File: config.mk
export PLATFORM = sky130hd
export DESIGN_NAME = rf_multiport
export DESIGN_NICKNAME = d
export VERILOG_FILES = /design/src/rtl/rf_multiport.sv
export SDC_FILE = /design/constraint.sdc
export NUM_CORES = 2
export LEC_CHECK = 0
export CAP_MARGIN = 25
export CORE_ASPECT_RATIO = 1.1
export CORE_MARGIN = 2
export CORE_UTILIZATION = 55
export CTS_CLUSTER_SIZE = 24
export DETAILED_ROUTE_END_ITERATION = 8
export GPL_TIMING_DRIVEN = 1
export PLACE_DENSITY = 0.75
export SLEW_MARGIN = 40
export SYNTH_ARGS = -nofsm -noshare
export SYNTH_HDL_FRONTEND = slang
export SYNTH_SLANG_ARGS = --single-unit
export TNS_END_PERCENT = 100
File: constraint.sdc
create_clock -name clk -period 3.5 [get_ports clk]
set_input_delay 1.05 -clock clk [delete_from_list [all_inputs] [get_ports clk]]
set_output_delay 1.05 -clock clk [all_outputs]
set_load 0.03 [all_outputs]
File: src/rtl/rf_multiport.sv
// Multiported RV32I integer register file: NUM_RD combinational reads, NUM_WR writes,
// hard-wired x0 and a per-register busy scoreboard. Define RF_BYPASS_EN for same-cycle write-to-read forwarding.
module rf_multiport #(
  parameter int XLEN     = 32,
  parameter int RF_DEPTH = 32,
  parameter int ADDR_W   = $clog2(RF_DEPTH),
  parameter int NUM_RD   = 2,
  parameter int NUM_WR   = 1
) (
  input  logic                     clk,
  input  logic                     rst_n,
  input  logic [NUM_RD*ADDR_W-1:0] rd_addr_i,
  output logic [NUM_RD*XLEN-1:0]   rd_data_o,
  output logic [NUM_RD-1:0]        rd_busy_o,
  input  logic [NUM_WR-1:0]        wr_en_i,
  input  logic [NUM_WR*ADDR_W-1:0] wr_addr_i,
  input  logic [NUM_WR*XLEN-1:0]   wr_data_i,
  input  logic                     sb_set_en_i,
  input  logic [ADDR_W-1:0]        sb_set_addr_i
);

  if (NUM_RD < 1 || NUM_RD > 4) begin : g_bad_num_rd
    $error("rf_multiport: NUM_RD must be in 1..4");
  end
  if (NUM_WR < 1 || NUM_WR > 2) begin : g_bad_num_wr
    $error("rf_multiport: NUM_WR must be in 1..2");
  end
  if (RF_DEPTH < 2 || (RF_DEPTH & (RF_DEPTH - 1)) != 0) begin : g_bad_depth
    $error("rf_multiport: RF_DEPTH must be a power of 2 and >= 2");
  end

  logic [XLEN-1:0]     regs_q [RF_DEPTH];
  logic [XLEN-1:0]     regs_d [RF_DEPTH];
  logic [RF_DEPTH-1:0] busy_q;
  logic [RF_DEPTH-1:0] busy_d;

  // Ports are applied in ascending order so the highest-index write port wins a collision.
  always_comb begin
    regs_d = regs_q;
    for (int k = 0; k < NUM_WR; k++) begin
      if (wr_en_i[k]) begin
        regs_d[wr_addr_i[k*ADDR_W +: ADDR_W]] = wr_data_i[k*XLEN +: XLEN];
      end
    end
    regs_d[0] = '0;
  end

  // A set is applied after all clears: a newly issued producer outranks a completing one.
  always_comb begin
    busy_d = busy_q;
    for (int k = 0; k < NUM_WR; k++) begin
      if (wr_en_i[k]) begin
        busy_d[wr_addr_i[k*ADDR_W +: ADDR_W]] = 1'b0;
      end
    end
    if (sb_set_en_i) begin
      busy_d[sb_set_addr_i] = 1'b1;
    end
    busy_d[0] = 1'b0;
  end

  always_ff @(posedge clk or negedge rst_n) begin
    if (!rst_n) begin
      for (int i = 0; i < RF_DEPTH; i++) begin
        regs_q[i] <= '0;
      end
      busy_q <= '0;
    end else begin
      for (int i = 0; i < RF_DEPTH; i++) begin
        regs_q[i] <= regs_d[i];
      end
      busy_q <= busy_d;
    end
  end

  // Outputs are forced low while reset is asserted so forwarded write data cannot leak out.
  always_comb begin
    rd_data_o = '0;
    rd_busy_o = '0;
    if (rst_n) begin
      for (int i = 0; i < NUM_RD; i++) begin
`ifdef RF_BYPASS_EN
        rd_data_o[i*XLEN +: XLEN] = regs_d[rd_addr_i[i*ADDR_W +: ADDR_W]];
        rd_busy_o[i]              = busy_d[rd_addr_i[i*ADDR_W +: ADDR_W]];
`else
        rd_data_o[i*XLEN +: XLEN] = regs_q[rd_addr_i[i*ADDR_W +: ADDR_W]];
        rd_busy_o[i]              = busy_q[rd_addr_i[i*ADDR_W +: ADDR_W]];
`endif
      end
    end
  end

endmodule

==> results.txt <==
Final TNS setup: -21.41 ns
Clock Latency Late Sink: 0.68 ns
Final Max Tran Viols: 0
Via Count: 42,400
Critical path arrival: 2.92 ns
Total GRT Usage: 39.0%
Worst-path clk slew: 0.06 ns
Top FF cell, synth: dfrtp_1
RSZ-0062 raised after global routing: true
Root Buffer: clkbuf_16
First-pass GRT wire length: 295,000 um
Crit path launch type: input pin
Cell with the most instances after synthesis: mux2_2
Sw Pwr: 11.4 mW
Core area: 100,000 um2
Detailed Place HPWL: 122,000 um
Worst slew margin: 50.1%
Crit Path Max Fanout: 7
Failing checks: setup timing
Seq cells post-synth: 1,023
Maximum VDD drop: 0.515 mV
Wirelength per Cell: 35.7 um
DR vias/cell: 7.25
CTS Sinks: 1,023
Clock share of power: 32.0%
Post-synth top cells: 1,090 x mux2_2, 1,023 x dfrtp_1, 332 x mux2i_1
Critical setup path kind: in -> out
Fmax: 252 MHz
Initial antenna violation count: 20
Cell Rows: 122
Post-synth top area share: 46.0%
HP Class: in -> async
Post-Syn Instances: 3,926
Fin crit share: 114%
Hold Fails Final Rpt: 0
Synth area leader: dfrtp_1
Post-Route Skew: 0 ns
Die Height: 338 um
Switching portion of total power: 29.4%
CTS Hold Bufs: 0
PwrDens: 526 nW/um2
Final WL: 209,000 um
H-tree lvl count: 3
Die Area: 104,000 um2
Post-Syn Area per Cell: 14.2 um2
Final setup violation count: 66
IO Port Bufs: 121
Layout Nets: 4,508
DRC Markers: 0
TritonCTS clock tree: done
DIE WIDTH: 307 um
DRT antenna net count: 0
Inserted Clock Buffers: 106
Synth area leaders: dfrtp_1 46%, mux2_2 22%, mux4_2 13%
Initial Util: 55.4%
Part of the power in registers: 41.9%
Ys async rst share: 100%
Register area share after synthesis: 46.0%
Cell variety after synth: 41
DR pass1 iterations: 6
GPL Wtd Cong: 0.891
Vias in the first global route: 43,700
Largest net degree at the start of global routing: 70
Status: finished with violations
Setup slack after layout: -0.474 ns
Post-layout min period: 3.97 ns
Required @ worst endpoint: 2.45 ns
Share of cells above drive strength 1: 62.7%
LEAKAGE: 31.8 nW
Ys Warns: 0
Iteration-0 DRC Markers: 4,993
# Max-Cap Violations: 0
Combinational share of power: 26.1%
Area growth, synth to finish: 32.4%
Internal: 27.3 mW
Pre-CTS setup slack: -0.538 ns
Number of synthesized flops with an enable pin: 0
Worst Setup End Kind: primary output
Worst Tran Pin Value: 0.748 ns
I/O pin total: 122
Synthesized net count: 3,982
Synthesized cell area: 55,600 um2
Residual overflow from global routing: 0
Max clock buf depth: 3
[power groups by stage]
stage | clock network, mW | registers, mW | logic [mW]
2_1_floorplan | 0 | 15.4 | 6.06
3_3_place_gp | 0 | 15.9 | 8.23
5_1_grt | 12.9 | 16.4 | 10.5
4_1_cts | 12.4 | 15.9 | 9.43
6_report | 12.4 | 16.2 | 10.1
3_5_place_dp | 0 | 16.1 | 8.47
[layout by cell type (no fill, tap or decap), types with 30 or more instances in the layout]
master,count
buf_6,105
mux4_2,329
buf_16,42
nor2_1,47
clkdlybuf4s50_1,34
mux2_4,46
dfrtp_1,1023
clkbuf_16,118
o22ai_4,30
mux2i_4,34
o21ai_0,46
nand2_2,36
a221oi_4,74
mux2i_2,43
mux2_2,1044
mux2i_1,255
buf_4,411
a221o_1,66
clkbuf_8,32
buf_12,191
mux2_1,38
[critical path, cell delays in order]
cell and delay, ns:
buf_16 0.14, buf_12 0.16, nor2b_4 0.26, buf_12 0.14, a221o_1 0.19, a31oi_4 0.11
a221oi_4 0.66, buf_12 0.20
[area by class of cell]
type,count,area [um2]
diodes,8,20.0
clock buffers,155,3210
clock inverters,40,593
fillers,5664,26800
inverters,3,12.5
multi-input cells,2484,32200
flip-flops and latches,1023,25600
well taps,1302,1630
repair buffers,834,10300
[routing by layer]
layer  global-route usage [%]  up-vias  routed length (um)
met3                     11.5     1073               24000
met1                     49.0    21900               73600
li1                         -    16300                   -
met5                        0        -                 204
met4                     25.4       26               17200
met2                     59.3     3096               93900
[cell families after synthesis]
logic type | count (synthesis) | synth area share [%]
flops | 1023 | 46.0
compound gates | 474 | 6.15
simple gates | 221 | 1.91
mux | 1789 | 42.1
buf+inv | 419 | 3.76
[state kept, by name (all words and copies together) (netlist names)]
| name | count |
|---|---|
| busy_q | 31 |
| regs_q | 992 |
[final timing paths]
kind	start	endpoint	slack, ns	cells past startpoint
min in group clk	regs_q[558]	regs_q[558]	0.51	1
worst min register to register	regs_q[558]	regs_q[558]	0.51	1
worst min-delay path	rst_n	regs_q[372]	0.42	2
worst max-delay path	rd_addr_i[6]	rd_data_o[47]	-0.47	8
worst max register to register	regs_q[570]	regs_q[570]	2.64	1
max in group asynchronous	rst_n	regs_q[850]	1.36	4
[stage by stage]
stage               util, %  hold slack [ns]  cell area [um2]  power, mW  instances
global route           73.3            0.418            73600       39.9       5843
global placement       64.0            0.479            64300       24.1       5526
CTS                    71.6            0.411            71900       37.8       5796
detailed placement     64.0            0.496            64300       24.6       5526
finish                 73.3            0.422            73600       38.7       5849
floorplan                 -            0.470            57100       21.5       3926
[repair_timing]
item | in CTS | in global routing
endpoints found under the setup margin | 66 | 66
setup buffers | 71 | 81
cloned | 34 | 9
pin swaps | 127 | 149
resized for setup | 522 | 283
Note: power is estimated with default switching activity, not from simulation.
